--- src/rtl/instr_fetch_pkg.sv ---
// rtl/instr_fetch_pkg.sv - shared constants and types for the instruction fetch stage
package instr_fetch_pkg;

  localparam logic [31:0] NOP_INSTR        = 32'h0000_0013;
  localparam logic [31:0] DEFAULT_RESET_PC = 32'h0000_0000;

  typedef enum logic [1:0] {
    IDLE   = 2'd0,
    WAIT   = 2'd1,
    DROP   = 2'd2,
    HALTED = 2'd3
  } fetch_state_e;

  typedef struct packed {
    logic [31:0] instr;
    logic [31:0] pc;
  } fetch_entry_t;

endpackage

--- src/rtl/fetch_fifo.sv ---
// rtl/fetch_fifo.sv - small synchronous FIFO holding fetched {instr, pc} entries
module fetch_fifo #(
  parameter int DEPTH = 2,
  parameter int WIDTH = 64
) (
  input  logic                     clk,
  input  logic                     rst,
  input  logic                     push,
  input  logic [WIDTH-1:0]         push_data,
  input  logic                     pop,
  input  logic                     flush,
  output logic [WIDTH-1:0]         head_data,
  output logic [$clog2(DEPTH):0]   count,
  output logic                     full,
  output logic                     empty
);

  localparam int AW = $clog2(DEPTH);
  localparam logic [AW-1:0] PTR_ONE = AW'(1);
  localparam logic [AW:0]   CNT_ONE = (AW+1)'(1);
  localparam logic [AW:0]   CNT_MAX = (AW+1)'(DEPTH);

  logic [WIDTH-1:0] mem_q [DEPTH];
  logic [WIDTH-1:0] mem_d [DEPTH];
  logic [AW-1:0]    wr_ptr_q, wr_ptr_d, rd_ptr_q, rd_ptr_d;
  logic [AW:0]      count_q, count_d;
  logic             do_push, do_pop;

  // Flush wins over both push and pop.
  always_comb begin
    do_push  = push & ~full & ~flush;
    do_pop   = pop & ~empty & ~flush;
    mem_d    = mem_q;
    wr_ptr_d = wr_ptr_q;
    rd_ptr_d = rd_ptr_q;
    count_d  = count_q;
    if (do_push) mem_d[wr_ptr_q] = push_data;
    if (flush) begin
      wr_ptr_d = '0;
      rd_ptr_d = '0;
      count_d  = '0;
    end else begin
      if (do_push) wr_ptr_d = wr_ptr_q + PTR_ONE;
      if (do_pop)  rd_ptr_d = rd_ptr_q + PTR_ONE;
      if (do_push && !do_pop)      count_d = count_q + CNT_ONE;
      else if (do_pop && !do_push) count_d = count_q - CNT_ONE;
    end
  end

  always_ff @(posedge clk) begin
    if (rst) begin
      wr_ptr_q <= '0;
      rd_ptr_q <= '0;
      count_q  <= '0;
    end else begin
      wr_ptr_q <= wr_ptr_d;
      rd_ptr_q <= rd_ptr_d;
      count_q  <= count_d;
    end
  end

  always_ff @(posedge clk) begin
    mem_q <= mem_d;
  end

  assign head_data = mem_q[rd_ptr_q];
  assign count     = count_q;
  assign full      = (count_q == CNT_MAX);
  assign empty     = (count_q == '0);

endmodule

--- src/rtl/instr_fetch.sv ---
// rtl/instr_fetch.sv - fetch PC, single-outstanding imem requests and decode-facing queue
module instr_fetch
  import instr_fetch_pkg::*;
#(
  parameter logic [31:0] RESET_PC = DEFAULT_RESET_PC,
  parameter int          DEPTH    = 2
) (
  input  logic        clk,
  input  logic        rst,
  output logic        imem_req_valid,
  output logic [31:0] imem_req_addr,
  input  logic        imem_req_ready,
  input  logic        imem_rsp_valid,
  input  logic [31:0] imem_rsp_data,
  input  logic        stall_in_if,
  input  logic        redirect_valid,
  input  logic [31:0] redirect_pc,
  input  logic        halt_in_if,
  output logic        valid_out_if,
  output logic [31:0] instr_out_if,
  output logic [31:0] pc_out_if,
  output logic        halt_out_if
);

  localparam int CW = $clog2(DEPTH) + 1;

  fetch_state_e state_q, state_d;
  logic [31:0]  fetch_pc_q, fetch_pc_d;
  logic [31:0]  req_pc_q, req_pc_d;
  logic         halt_q, halt_d;

  logic         req_fire, redirect_take, misaligned;
  logic         push, pop, flush;
  logic [CW-1:0] fifo_count;
  logic         fifo_full, fifo_empty;
  fetch_entry_t push_entry, head;

  assign req_fire      = imem_req_valid & imem_req_ready;
  assign redirect_take = redirect_valid & (state_q != HALTED);
  assign misaligned    = (redirect_pc[1:0] != 2'b00);

  always_ff @(posedge clk) begin
    if (rst) begin
      state_q    <= IDLE;
      fetch_pc_q <= RESET_PC;
      req_pc_q   <= RESET_PC;
      halt_q     <= 1'b0;
    end else begin
      state_q    <= state_d;
      fetch_pc_q <= fetch_pc_d;
      req_pc_q   <= req_pc_d;
      halt_q     <= halt_d;
    end
  end

  // A redirect turns any request still owed to us (including one accepted this cycle) into a drop.
  always_comb begin
    state_d = state_q;
    case (state_q)
      IDLE:       if (req_fire) state_d = WAIT;
      WAIT, DROP: if (imem_rsp_valid) state_d = IDLE;
      HALTED:     state_d = HALTED;
    endcase
    if (redirect_take) begin
      if (misaligned)              state_d = HALTED;
      else if (state_d == WAIT)    state_d = DROP;
    end
    if (halt_in_if) state_d = HALTED;
  end

  always_comb begin
    imem_req_valid = (state_q == IDLE) && (fifo_count < CW'(DEPTH)) && !rst;
  end

  assign imem_req_addr = fetch_pc_q;

  always_comb begin
    fetch_pc_d = fetch_pc_q;
    if (req_fire) fetch_pc_d = fetch_pc_q + 32'd4;
    if (redirect_take && !misaligned) fetch_pc_d = redirect_pc;
    req_pc_d = req_fire ? fetch_pc_q : req_pc_q;
    halt_d   = halt_q | halt_in_if | (redirect_take & misaligned);
  end

  always_comb begin
    push_entry.instr = imem_rsp_data;
    push_entry.pc    = req_pc_q;
    push  = (state_q == WAIT) & imem_rsp_valid & ~redirect_take & ~halt_in_if & ~fifo_full;
    pop   = valid_out_if & ~stall_in_if;
    flush = redirect_take;
  end

  fetch_fifo #(
    .DEPTH (DEPTH),
    .WIDTH ($bits(fetch_entry_t))
  ) u_fifo (
    .clk       (clk),
    .rst       (rst),
    .push      (push),
    .push_data (push_entry),
    .pop       (pop),
    .flush     (flush),
    .head_data (head),
    .count     (fifo_count),
    .full      (fifo_full),
    .empty     (fifo_empty)
  );

  assign valid_out_if = ~fifo_empty;
  assign instr_out_if = fifo_empty ? NOP_INSTR : head.instr;
  assign pc_out_if    = fifo_empty ? fetch_pc_q : head.pc;
  assign halt_out_if  = halt_q;

endmodule

--- config.mk ---
export PLATFORM = sky130hd
export DESIGN_NAME = instr_fetch
export DESIGN_NICKNAME = d
export VERILOG_FILES = /design/src/rtl/instr_fetch_pkg.sv /design/src/rtl/fetch_fifo.sv /design/src/rtl/instr_fetch.sv
export SDC_FILE = /design/constraint.sdc
export NUM_CORES = 1
export LEC_CHECK = 0
export ABC_CLOCK_PERIOD_IN_PS = 5200
export BUFFER_PORTS_ARGS = -buffer_cell sky130_fd_sc_hd__buf_2
export CORE_MARGIN = 2
export CORE_UTILIZATION = 50
export DETAILED_ROUTE_END_ITERATION = 10
export GPL_TIMING_DRIVEN = 0
export PLACE_DENSITY = 0.81
export SLEW_MARGIN = 20
export SYNTH_ARGS = -nofsm -noshare
export SYNTH_HDL_FRONTEND = slang
export SYNTH_SLANG_ARGS = --single-unit
--- constraint.sdc ---
create_clock -name clk -period 5.2 [get_ports clk]
set_input_delay 0.26 -clock clk [delete_from_list [all_inputs] [get_ports clk]]
set_output_delay 0.26 -clock clk [all_outputs]
set_load 0.03 [all_outputs]
==> results.sh <==
export IMPL_yosysSeqAreaShare_pct=63.9
export IMPL_synth_area_per_cell_um2=11.6
export IMPL_busiest_layer="met2"
export IMPL_required_ns=4.94
export IMPL_power_density_nw_per_um2=336
export IMPL_grt_pass1_vias=5782
export IMPL_grt_max_degree=34
export IMPL_cp_end_kind="primary output"
export IMPL_synth_largest_area_cell="edfxtp_1"
export IMPL_fillers=1296
export IMPL_die_area_um2=17500
export IMPL_ys_warnings_count=0
export IMPL_area_delta_synth_final_pct=22.3
export IMPL_cts_clk_slew_worst_paths_ns=0.07
export IMPL_fin_crit_sh_pct=58.9
export IMPL_setup_violations=0
export IMPL_ff2ff_path_depth=6
export IMPL_ys_types=40
export IMPL_ys_seq_elements=199
export IMPL_pwr_share_seq_pct=51.2
export IMPL_swShare_pct=23.3
export IMPL_clkLatencyLatePin_ns=0.43
export IMPL_synth_edf_count=128
export IMPL_criticalPathCategory="flop to primary output"
export IMPL_hpwl_um=13800
export IMPL_core_um2=16000
export IMPL_place_ws_ns=2.33
export IMPL_p_comb_share_pct=8.7
export IMPL_grt_use_met1_pct=30.4
export IMPL_vias=6069
export IMPL_synthArstFlopShare_pct=0
export IMPL_final_max_slew_viol_count=0
export IMPL_outcome="completed"
export IMPL_use_met3_pct=3.73
export IMPL_post_cts_buffers=0
export IMPL_drive_gt1_share_pct=23.8
export IMPL_final_cell_mix="173 x buf_2, 128 x edfxtp_1, 116 x nand2_1"
export IMPL_grtUsageMet2_pct=38.3
export IMPL_numClockSinks=199
export IMPL_row_count=46
export IMPL_cap_viol_max_count=0
export IMPL_gr_total_overflow=0
export IMPL_hold_depth=1
export IMPL_max_freq_ghz=0.327
export IMPL_routed_wl_um=19700
export IMPL_synth_top_area_share_pct=46.7
export IMPL_syn_area_um2=8240
export IMPL_setup_ws_ns=2.14
export IMPL_cts_tree="done"
export IMPL_grt_pass1_wl_um=30800
export IMPL_track_usage_pct=22.7
export IMPL_cts_resized=0
export IMPL_tightestPinTransition_ns=0.850
export IMPL_cp_start_kind="flop"
export IMPL_internal_power_uw=2600
export IMPL_start_util_pct=51.5
export IMPL_dieWidth_um=132
export IMPL_die_h_um=132
export IMPL_switching_power_uw=788
export IMPL_r2r_start="state_q[0]$_SDFF_PP0_"
export IMPL_clockPowerShare_pct=40.1
export IMPL_relSlewSlack_pct=43.3
export IMPL_ioPinCount=170
export IMPL_cts_inserted_buffers=17
export IMPL_r2r_end="u_fifo.mem_q[90]$_DFFE_PP_"
export IMPL_antenna_found_initial=0
export IMPL_port_buffers=169
export IMPL_syn_nets=788
export IMPL_r2r_setup_slack_ns=2.34
export IMPL_ir_drop_uv=213
export IMPL_holdCritStartpoint="imem_rsp_data[29]"
export IMPL_drc=0
export IMPL_antenna_left=0
export IMPL_postCtsHoldBufs=0
export IMPL_diodes=0
export IMPL_drt_vias_per_instance=5.37
export IMPL_ys_top_cells_by_area="edfxtp_1 47%, dfxtp_1 17%, mux2i_1 7.8%, nand2_1 5.3%, nor2_1 3.0%"
export IMPL_leakage_uw=0.00355
export IMPL_hold_class="input pin to flop"
export IMPL_rsz0062_at_grt="no"
export IMPL_first_iter_violations=377
export IMPL_htree_levels=4
export IMPL_worstPathMaxFanout=10
export IMPL_worstHoldEndpoint="u_fifo.mem_q[61]$_DFFE_PP_"
export IMPL_root_buffer="clkbuf_16"
export IMPL_finalClockSkew_ns=0.00602
export IMPL_critical_path_arrival_ns=2.80
export IMPL_gp_congestion=0.858
export IMPL_final_hold_viol_count=0
export IMPL_final_common_cell="buf_2"
export IMPL_tns_ns=0
export IMPL_dr_pass1_iters=5
export IMPL_routedWlPerCell_um=17.4
export IMPL_fin_nets=980
export IMPL_clockBufferDepth=2
export IMPL_netlist_instances=710
export IMPL_min_period_ns=3.06
export IMPL_synthFlopType="edfxtp_1"
-- per-layer routing --
layer | share of wire [%] | vias to the layer above
met5 | 0 | -
met4 | 1.5 | 0
met3 | 6.7 | 25
met2 | 49 | 238
met1 | 43 | 2873
li1 | - | 2933
-- synth_stat cells (7+ instances only) --
cell type	number
edfxtp_1	128
nand2_1	116
dfxtp_1	71
nor2_1	65
mux2i_1	64
o21ai_0	39
a21oi_1	38
clkbuf_1	38
a211oi_1	22
xnor2_1	17
xor2_1	12
inv_1	9
nand3_1	8
nand4_1	8
nor3_1	8
and2_1	7
ha_1	7
-- worst max-delay path by stage --
stage | start | endpoint | slack (ns)
floorplan | state_q[0]$_SDFF_PP0_ | u_fifo.mem_q[100]$_DFFE_PP_ | 0.65
global placement | state_q[0]$_SDFF_PP0_ | u_fifo.mem_q[81]$_DFFE_PP_ | -1.26
detailed placement | state_q[0]$_SDFF_PP0_ | u_fifo.mem_q[81]$_DFFE_PP_ | 2.33
CTS | u_fifo.count[1]$_SDFFE_PP0P_ | pc_out_if[18] | 2.10
global route | u_fifo.rd_ptr_q$_SDFFE_PP0P_ | pc_out_if[25] | 1.90
finish | u_fifo.rd_ptr_q$_SDFFE_PP0P_ | pc_out_if[25] | 2.14
-- worst max-delay path: stages, from the launching register on --
cell and delay [ns]:
dfxtp_1 0.32, clkbuf_1 0.21, clkbuf_1 0.50, clkbuf_1 0.68, mux2i_1 0.16, o21ai_0 0.25, buf_2 0.25
-- cells by family (layout without fill, tap and decap cells) --
logic type / count (synthesis) / count (layout) / share of synthesized area (%)
and+or+nand+nor: 244 / 244 / 13.5
DFF: 199 / 199 / 63.9
AOI/OAI and AO/OA: 112 / 112 / 7.99
muxes: 64 / 64 / 7.78
buffers and inverters: 55 / 260 / 2.66
xor gates and xnor gates: 29 / 29 / 3.08
adders and majority gates: 7 / 7 / 1.06
-- power groups by stage --
| stage | sequential (µW) | combinational, µW | clock [µW] |
|---|---|---|---|
| global route | 1730 | 318 | 1430 |
| detailed placement | 1770 | 294 | 0 |
| CTS | 1730 | 296 | 1370 |
| floorplan | 1780 | 158 | 0 |
| global placement | 1770 | 285 | 0 |
| finish | 1730 | 296 | 1360 |
-- flip-flops by register name, indices dropped and copies added (netlist names) --
| name | count |
|---|---|
| u_fifo.rd_ptr_q | 1 |
| imem_req_addr | 32 |
| req_pc_q | 32 |
| u_fifo.wr_ptr_q | 1 |
| u_fifo.mem_q | 128 |
| u_fifo.count | 2 |
| state_q | 2 |
| halt_out_if | 1 |
-- metrics by stage --
stage                     hold slack, ns  util [%]  std cells  total power [µW]  area, µm²
final                             0.0143      63.0       1131              3380      10100
after global routing             0.00564      63.0       1131              3480      10100
after detailed placement           0.438      59.1       1099              2060       9460
after floorplan                    0.359         -        710              1940       8240
after global placement             0.429      58.4       1095              2050       9350
after CTS                        0.00171      63.0       1131              3400      10100
-- area by class of cell --
class	count	area [µm²]	share of cell area, %
sequential	199	5270	52.3
multi-input combinational	456	2760	27.4
timing repair buffer	173	948	9.41
clock buffer	19	433	4.30
tap	216	270	2.68
buffer	46	185	1.84
clock inverter	13	176	1.75
inverter	9	33.8	0.335
No activity file was read; power rests on OpenSTA's default activity.
